[config.mk]
export PLATFORM = sky130hd
export DESIGN_NAME = online_otf_convert
export DESIGN_NICKNAME = d
export VERILOG_FILES = /design/src/rtl/online_otf_convert.sv
export SDC_FILE = /design/constraint.sdc
export NUM_CORES = 1
export LEC_CHECK = 0
export ABC_AREA = 1
export BUFFER_PORTS_ARGS = -buffer_cell sky130_fd_sc_hd__buf_2
export CAP_MARGIN = 20
export CELL_PAD_IN_SITES_DETAIL_PLACEMENT = 1
export CELL_PAD_IN_SITES_GLOBAL_PLACEMENT = 1
export CORE_ASPECT_RATIO = 0.9
export CORE_MARGIN = 1
export CORE_UTILIZATION = 43
export DETAILED_ROUTE_END_ITERATION = 8
export GPL_TIMING_DRIVEN = 0
export PLACE_DENSITY = 0.94
export REMOVE_ABC_BUFFERS = 1
export SLEW_MARGIN = 20
export SYNTH_ARGS = -nofsm -noshare
export SYNTH_HDL_FRONTEND = slang
export SYNTH_SLANG_ARGS = --single-unit
[constraint.sdc]
create_clock -name clk -period 2.5 [get_ports clk]
set_clock_uncertainty 0.05 [all_clocks]
set_input_delay 0.375 -clock clk [delete_from_list [all_inputs] [get_ports clk]]
set_output_delay 0.375 -clock clk [all_outputs]
set_load 0.05 [all_outputs]
[src/rtl/online_otf_convert.sv]
`default_nettype none
// +----------------------------------------------------------------------------+
// | Module   : online_otf_convert                                              |
// | Brief    : MSD-first on-the-fly conversion of one redundant signed-digit   |
// |            word into two's complement using Q/QM registers. One digit per  |
// |            clock, parallel load, registered result, valid/ready handshake  |
// |            on input and output.                                            |
// | Options  : OTFC_SAT_EN - when OUT_W < Stage+1 the result saturates         |
// |            instead of wrapping. It has no effect when OUT_W = Stage+1.     |
// | Revision : 1.0 - initial release                                           |
// +----------------------------------------------------------------------------+
module online_otf_convert #(
  parameter int Stage = 9,
  parameter int OUT_W = Stage + 1
) (
  input  logic               clk,
  input  logic               rst,
  input  logic [2*Stage-1:0] x,
  input  logic               in_valid,
  output logic               in_ready,
  output logic [OUT_W-1:0]   y,
  output logic               out_valid,
  input  logic               out_ready
);

  localparam int          CW      = $clog2(Stage) + 1;
  localparam logic [CW-1:0] C_LAST = CW'(Stage - 1);

  typedef enum logic [1:0] {
    IDLE = 2'd0,
    CONV = 2'd1,
    DONE = 2'd2
  } state_t;

  state_t             state;
  logic [2*Stage-1:0] sr;
  logic [Stage:0]     q;
  logic [Stage:0]     qm;
  logic [CW-1:0]      cnt;

  logic [1:0]         w_msd;
  logic [Stage:0]     w_q_next;
  logic [Stage:0]     w_qm_next;
  logic [OUT_W-1:0]   w_fit;

  // The digit being consumed this cycle is always the top pair of the shift register.
  assign w_msd = sr[2*Stage-1 -: 2];

  // On-the-fly update: Q holds the prefix value, QM holds prefix minus one ulp,
  // so a -1 digit never needs a borrow chain. Encoding 11 falls into the zero case.
  always_comb begin
    w_q_next  = {q[Stage-1:0], 1'b0};
    w_qm_next = {qm[Stage-1:0], 1'b1};
    case (w_msd)
      2'b10: begin
        w_q_next  = {q[Stage-1:0], 1'b1};
        w_qm_next = {q[Stage-1:0], 1'b0};
      end
      2'b01: begin
        w_q_next  = {qm[Stage-1:0], 1'b1};
        w_qm_next = {qm[Stage-1:0], 1'b0};
      end
      default: begin
        w_q_next  = {q[Stage-1:0], 1'b0};
        w_qm_next = {qm[Stage-1:0], 1'b1};
      end
    endcase
  end

  // Narrowing of the final Q value to the output width.
  generate
    if (OUT_W == Stage + 1) begin : g_fit_full
      assign w_fit = w_q_next;
    end else begin : g_fit_narrow
`ifdef OTFC_SAT_EN
      localparam logic signed [Stage:0] C_MAX = {{(Stage + 2 - OUT_W){1'b0}}, {(OUT_W - 1){1'b1}}};
      localparam logic signed [Stage:0] C_MIN = {{(Stage + 2 - OUT_W){1'b1}}, {(OUT_W - 1){1'b0}}};
      logic w_hi;
      logic w_lo;
      assign w_hi  = $signed(w_q_next) > C_MAX;
      assign w_lo  = $signed(w_q_next) < C_MIN;
      assign w_fit = w_hi ? {1'b0, {(OUT_W - 1){1'b1}}} :
                     w_lo ? {1'b1, {(OUT_W - 1){1'b0}}} :
                            w_q_next[OUT_W-1:0];
`else
      assign w_fit = w_q_next[OUT_W-1:0];
`endif
    end
  endgenerate

  // Handshake flags come straight from the state register.
  assign in_ready  = (state == IDLE);
  assign out_valid = (state == DONE);

  // Controller and datapath: load in IDLE, one digit per cycle in CONV,
  // result captured on the last digit, held in DONE until taken.
  always_ff @(posedge clk) begin
    if (rst) begin
      state <= IDLE;
      sr    <= '0;
      q     <= '0;
      qm    <= '1;
      cnt   <= '0;
      y     <= '0;
    end else begin
      case (state)
        IDLE: begin
          if (in_valid) begin
            sr    <= x;
            q     <= '0;
            qm    <= '1;
            cnt   <= '0;
            state <= CONV;
          end
        end
        CONV: begin
          sr  <= {sr[2*Stage-3:0], 2'b00};
          q   <= w_q_next;
          qm  <= w_qm_next;
          cnt <= cnt + CW'(1);
          if (cnt == C_LAST) begin
            y     <= w_fit;
            state <= DONE;
          end
        end
        DONE: begin
          if (out_ready) begin
            state <= IDLE;
          end
        end
        default: begin
          state <= IDLE;
        end
      endcase
    end
  end

endmodule
`default_nettype wire

==> results.sh, run 1 <==
export IMPL_cp_max_fo=19
export IMPL_grt_max_degree=33
export IMPL_finalCriticalPeriod_ns=2.28
export IMPL_irDropWorstVdd_uv=314
export IMPL_path_cells="inv_1 -> ha_1 -> clkinv_1 -> nand2_1 -> nand2_1 -> nor2_1 -> nor2_1"
export IMPL_synth_seq_area_share_pct=41.3
export IMPL_clock_latency_ns=0.31
export IMPL_synth_top_area_share_pct=41.3
export IMPL_startpoint="sr[16]$_SDFFE_PP0P_"
export IMPL_antenna_found_initial=0
export IMPL_antenna_cells=0
export IMPL_cp_slowest_cell="ha_1"
export IMPL_drv_cap=0
export IMPL_maxSlewViolCount=0
export IMPL_ctsLongestPathBuffers=2
export IMPL_syn_instance_count=396
export IMPL_path_class="register to register"
export IMPL_n_fill_cell=799
export IMPL_yosys_warnings=0
export IMPL_cts_max_level=2
export IMPL_mostFrequentLayoutCells="131 x nand2_1, 55 x nor2_1, 53 x dfxtp_1"
export IMPL_area_growth_pct=8.28
export IMPL_grt_pass1_wl_mm=10.5
export IMPL_fmax_mhz=438
export IMPL_worstPathArrival_ns=2.43
export IMPL_grt_pass1_vias=2368
export IMPL_yosys_area_top_type="dfxtp_1"
export IMPL_synth_top_family_by_area="simple AND/OR/NAND/NOR gates"
export IMPL_cts_buffers=5
export IMPL_hold_start="x[0]"
export IMPL_grt_use_total_pct=21.1
export IMPL_dp_hpwl_mm=4.14
export IMPL_detail_route_antenna_nets=0
export IMPL_syn_mean_instance_area_um2=6.49
export IMPL_place_gp_congestion=0.748
export IMPL_grt_remaining_overflow=0
export IMPL_synth_compound_area_share_pct=9.69
export IMPL_p_per_area_mw_per_mm2=576
export IMPL_p_total_w=0.00160
export IMPL_min_to="sr[0]$_SDFFE_PP0P_"
export IMPL_firstDrtPassIters=4
export IMPL_viasPerCell=5.05
export IMPL_worst_hold_path_type="input port to register"
export IMPL_r2r_end="y[1]$_SDFFE_PP0P_"
export IMPL_synth_cell_type_count=24
export IMPL_syn_area_mm2=0.00257
export IMPL_status="finished clean"
export IMPL_drt_initial_drc_count=121
export IMPL_die_h_um=75.3
export IMPL_worstSetupEndpointType="register"
export IMPL_rsz0062_at_grt="no"
export IMPL_die_x_um=83.5
export IMPL_worst_pin_slew_ns=0.831
export IMPL_port_buffers=33
export IMPL_cts_tree="yes"
export IMPL_drive_gt1_share_pct=12.3
export IMPL_cpPeakStageDelay_ns=0.71
export IMPL_max_slew_margin_pct=44.3
export IMPL_worstRegToRegCells=7
export IMPL_start_util_pct=44.9
export IMPL_synth_xor_area_share_pct=0
export IMPL_tns_ns=0
export IMPL_row_count=26
export IMPL_min_period_over_period_pct=91.3
export IMPL_synthAdderAreaFrac_pct=1.95
export IMPL_rr_startpoint="sr[16]$_SDFFE_PP0P_"
export IMPL_clk_pin_slew_ns=0.09
export IMPL_post_cts_buffers=0
export IMPL_clock_root_buffer="clkbuf_8"
export IMPL_core_area_mm2=0.00573
export IMPL_cts_hold_buf=0
export IMPL_cts_sinks=53
export IMPL_reg2reg_slack_ns=0.22
export IMPL_cp_required_ns=2.65
export IMPL_netlist_top_cells_area="dfxtp_1 41%, nand2_1 19%, nor2_1 8.0%"
export IMPL_finalSetupViolCount=0
export IMPL_mostFrequentLayoutCell="nand2_1"
export IMPL_ys_ff_latch=53
export IMPL_die_area_mm2=0.00629
export IMPL_drt_wl_total_mm=6.36
export IMPL_drc=0
export IMPL_num_io_pins=34
export IMPL_synthSimpleGateAreaFrac_pct=35.7
export IMPL_startpoint_type="register"
export IMPL_wl_per_cell_um=13.1
export IMPL_cts_resized=0
export IMPL_p_leak_nw=1.34
export IMPL_hold_path_depth=3
export IMPL_finalHoldViolCount=0
export IMPL_vias=2456
export IMPL_fin_nets=441
export IMPL_synthMuxAreaShare_pct=0
==> synth_stat cells (all sizes together) <==
master	n
ha	4
nor2	56
dfxtp	53
o211ai	2
a21oi	23
buf	20
o21ai	23
clkinv	2
or2	1
nand3	32
clkbuf	1
inv	43
nand2	135
nand4	1
==> registers in the layout, summed over array words and instances, names as in the netlist <==
name	cells
y	10
q	9
sr	18
state	2
qm	9
cnt	5
==> worst max path at each step <==
| stage | to | slack, ns | cells past startpoint |
|---|---|---|---|
| finish | y[1]$_SDFFE_PP0P_ | 0.22 | 7 |
| global route | y[1]$_SDFFE_PP0P_ | 0.001 | 6 |
| CTS | y[1]$_SDFFE_PP0P_ | 0.22 | 7 |
| detailed placement | cnt[2]$_SDFFE_PP0P_ | 0.24 | 4 |
| global placement | cnt[0]$_SDFFE_PP0P_ | 0.29 | 4 |
| floorplan | y[1]$_SDFFE_PP0P_ | 0.83 | 7 |
==> metrics by stage <==
step           instance area [um2]  std cells  hold WS (ns)  setup slack [ns]  util, %
6_report                      2780        486         0.257             0.217     48.6
5_1_grt                       2780        486         0.256           0.00115     48.6
4_1_cts                       2780        486         0.253             0.222     48.6
3_5_place_dp                  2700        478         0.427             0.241     47.1
3_3_place_gp                  2700        478         0.417             0.288     47.1
2_1_floorplan                 2450        375         0.394             0.825        -
==> power breakdown <==
group	switching, W	internal [W]	leakage (nW)
Combinational	0.000157	0.0000660	0.864
Sequential	0.0000202	0.000876	0.432
Clock	0.000287	0.000195	0.0450
Total	0.000464	0.00114	1.34
==> critical path, delay by kind of cell, from the launching register on <==
kind	cells	cell delay, ns
fa+ha+maj	1	0.71
buf+inv	2	0.55
simple gates	4	0.51
flops	1	0.35
==> layer usage <==
metal  vias to the layer above  global-route usage [%]  wire length, um
met3                         8                    3.36              124
met1                      1169                    24.1             2970
met5                         -                       0                0
met4                         0                    7.53               66
li1                       1253                       -                -
met2                        26                    41.2             3200
==> layout make-up <==
cell class,count,area (um2),area share [%]
Sequential cell,53,1060,38.1
Multi-Input combinational cell,277,1220,43.7
Timing Repair Buffer,33,165,5.94
Inverter,45,169,6.07
Clock buffer,6,72.6,2.61
Tap cell,70,87.6,3.15
Clock inverter,2,10.0,0.360
==> kinds of logic after synthesis <==
family	after synthesis
DFF	53
AOI/OAI and AO/OA	48
and+or+nand+nor	225
adders and majority gates	4
buffers and inverters	66
Power figures use the tool's default switching activity.
==> inputs of run 2 (changes only) <==
--- a/config.mk
+++ b/config.mk
@@ -12,10 +12,11 @@
 export CELL_PAD_IN_SITES_GLOBAL_PLACEMENT = 1
 export CORE_ASPECT_RATIO = 0.9
 export CORE_MARGIN = 1
-export CORE_UTILIZATION = 43
+export CORE_UTILIZATION = 45
+export CTS_BUF_LIST = sky130_fd_sc_hd__clkbuf_4
 export DETAILED_ROUTE_END_ITERATION = 8
 export GPL_TIMING_DRIVEN = 0
-export PLACE_DENSITY = 0.94
+export PLACE_DENSITY = 0.95
 export REMOVE_ABC_BUFFERS = 1
 export SLEW_MARGIN = 20
 export SYNTH_ARGS = -nofsm -noshare
==> run 2 against run 1 <==
  * Via count up 1.2%
  * Non-clock buffer count unchanged
  * Worst hold slack got worse by 0.075 ns
  * First-iteration DRC count grew 13%
  * Die area fell by 4.3%
  * Critical path depth did not move
  * Setup slack got worse by 0.0079 ns
  * Wire length rose by 3.6%
  * Core utilization increased by 2.4 points
  * Largest power group unchanged
  * Sequential cell count stayed put
  * Highest routed layer unchanged
==> results.sh, run 2 (same netlist as run 1, synthesis figures left out) <==
export IMPL_status="finished clean"
export IMPL_cts_max_level=2
export IMPL_largestRegisters="sr: 18 flops, y: 10 flops"
export IMPL_cts_resized=0
export IMPL_top_register="sr"
export IMPL_holdWs_ns=0.183
export IMPL_antenna_found_initial=0
export IMPL_cts_hold_buf=0
export IMPL_path_class="register to register"
export IMPL_vias=2486
export IMPL_drt_wl_total_mm=6.59
export IMPL_finalCriticalPeriod_ns=2.29
export IMPL_p_leak_nw=1.33
export IMPL_p_per_area_mw_per_mm2=548
export IMPL_worst_hold_path_type="input port to register"
export IMPL_startpoint_type="register"
export IMPL_worstSetupEndpointType="register"
export IMPL_drv_cap=0
export IMPL_viasPerCell=5.15
export IMPL_dp_hpwl_mm=4.31
export IMPL_core_area_mm2=0.00538
export IMPL_wl_per_cell_um=13.6
export IMPL_tns_ns=0
export IMPL_crit_top_cell="nand2_1"
export IMPL_place_inst=475
export IMPL_clk_pin_slew_ns=0.15
export IMPL_area_growth_pct=6.87
export IMPL_num_io_pins=34
export IMPL_grt_use_total_pct=24.2
export IMPL_row_count=25
export IMPL_critPathBufInv=2
export IMPL_max_slew_margin_pct=42.4
export IMPL_fmax_mhz=436
export IMPL_largest_reg_flops=18
export IMPL_worst_pin_slew_ns=0.858
export IMPL_path_delay_family="adder cells"
export IMPL_irDropWorstVdd_uv=348
export IMPL_finalHoldViolCount=0
export IMPL_die_h_um=73.7
export IMPL_cts_tree="yes"
export IMPL_ctsLongestPathBuffers=2
export IMPL_antenna_cells=0
export IMPL_cp_required_ns=2.71
export IMPL_mostFrequentLayoutCells="131 x nand2_1, 55 x nor2_1, 53 x dfxtp_1"
export IMPL_detail_route_antenna_nets=0
export IMPL_fin_nets=441
export IMPL_grt_pass1_vias=2592
export IMPL_multi_input_area_mm2=0.00122
export IMPL_finalSetupViolCount=0
export IMPL_place_gp_congestion=0.728
export IMPL_rsz0062_at_grt="no"
export IMPL_start_util_pct=47.7
export IMPL_p_total_w=0.00150
export IMPL_cp_slowest_cell="ha_1"
export IMPL_seq_area_mm2=0.00106
export IMPL_drc=0
export IMPL_firstDrtPassIters=4
export IMPL_cts_buffers=5
export IMPL_drive_gt1_share_pct=12.0
export IMPL_cpPeakStageDelay_ns=0.72
export IMPL_port_buffers=33
export IMPL_grt_pass1_wl_mm=11.2
export IMPL_clock_root_buffer="clkbuf_4"
export IMPL_min_period_over_period_pct=91.6
export IMPL_mostFrequentLayoutCell="nand2_1"
export IMPL_grt_remaining_overflow=0
export IMPL_cts_sinks=53
export IMPL_clock_latency_ns=0.38
export IMPL_path_cells="inv_1 -> ha_1 -> clkinv_1 -> nand2_1 -> nand2_1 -> nand2_1 -> a21oi_1"
export IMPL_die_x_um=81.6
export IMPL_instances_no_fill=483
export IMPL_n_fill_cell=757
export IMPL_grt_max_degree=33
export IMPL_maxSlewViolCount=0
export IMPL_cp_max_fo=19
export IMPL_post_cts_buffers=0
export IMPL_die_area_mm2=0.00601
export IMPL_worstPathArrival_ns=2.50
export IMPL_drt_initial_drc_count=137
==> run 2: cell count changes in the layout (fill, tap and decap cells not counted), sizes merged <==
cell | before | now
clkinv | 4 | 5
clkbuf | 6 | 5
==> run 2: where the power goes <==
group          switching [W]  total (W)  internal (W)  leakage [nW]
Clock               0.000274   0.000377      0.000103        0.0300
Sequential         0.0000210   0.000899      0.000878         0.432
Combinational       0.000162   0.000228     0.0000660         0.864
Total               0.000457    0.00150       0.00105          1.33
==> run 2: path summary, 6_finish.rpt <==
path	to	slack, ns	cells after the start	start
worst max-delay path	q[7]$_SDFFE_PP0P_	0.21	7	sr[16]$_SDFFE_PP0P_
worst min-delay path	sr[0]$_SDFFE_PP0P_	0.18	3	x[0]
worst max register to register	q[7]$_SDFFE_PP0P_	0.21	7	sr[16]$_SDFFE_PP0P_
worst min register to register	y[0]$_SDFFE_PP0P_	0.45	2	y[0]$_SDFFE_PP0P_
==> run 2: routing by layer <==
layer,share of wire (%),track usage (%),vias to the layer above,wire length [um]
met3,2.1,3.85,9,140
met5,0,0,-,0
met1,45,26.9,1194,2980
li1,-,-,1255,-
met4,1.3,8.77,0,87
met2,51,45.9,28,3380
==> run 2: area by class of cell <==
| type | count | share of cell area (%) |
|---|---|---|
| repair buffers | 33 | 6.02 |
| clock buffers | 5 | 1.37 |
| multi-input cells | 277 | 44.3 |
| well taps | 67 | 3.05 |
| flip-flops and latches | 53 | 38.7 |
| inverters | 45 | 6.15 |
| clock inverters | 3 | 0.456 |
==> run 2: metrics by stage <==
| stage | instance area, um2 | utilization (%) | worst slack [ns] |
|---|---|---|---|
| finish | 2750 | 51.0 | 0.209 |
| global route | 2750 | 51.0 | 0.0214 |
| CTS | 2750 | 51.0 | 0.219 |
| detailed placement | 2700 | 50.1 | 0.267 |
| global placement | 2700 | 50.1 | 0.310 |
| floorplan | 2450 | - | 0.825 |
==> run 2: worst register-to-register path, stage by stage, from the launching register on <==
cell and delay [ns]:
dfxtp_1 0.37, inv_1 0.06, ha_1 0.72, clkinv_1 0.51
nand2_1 0.22, nand2_1 0.11, nand2_1 0.08, a21oi_1 0.07
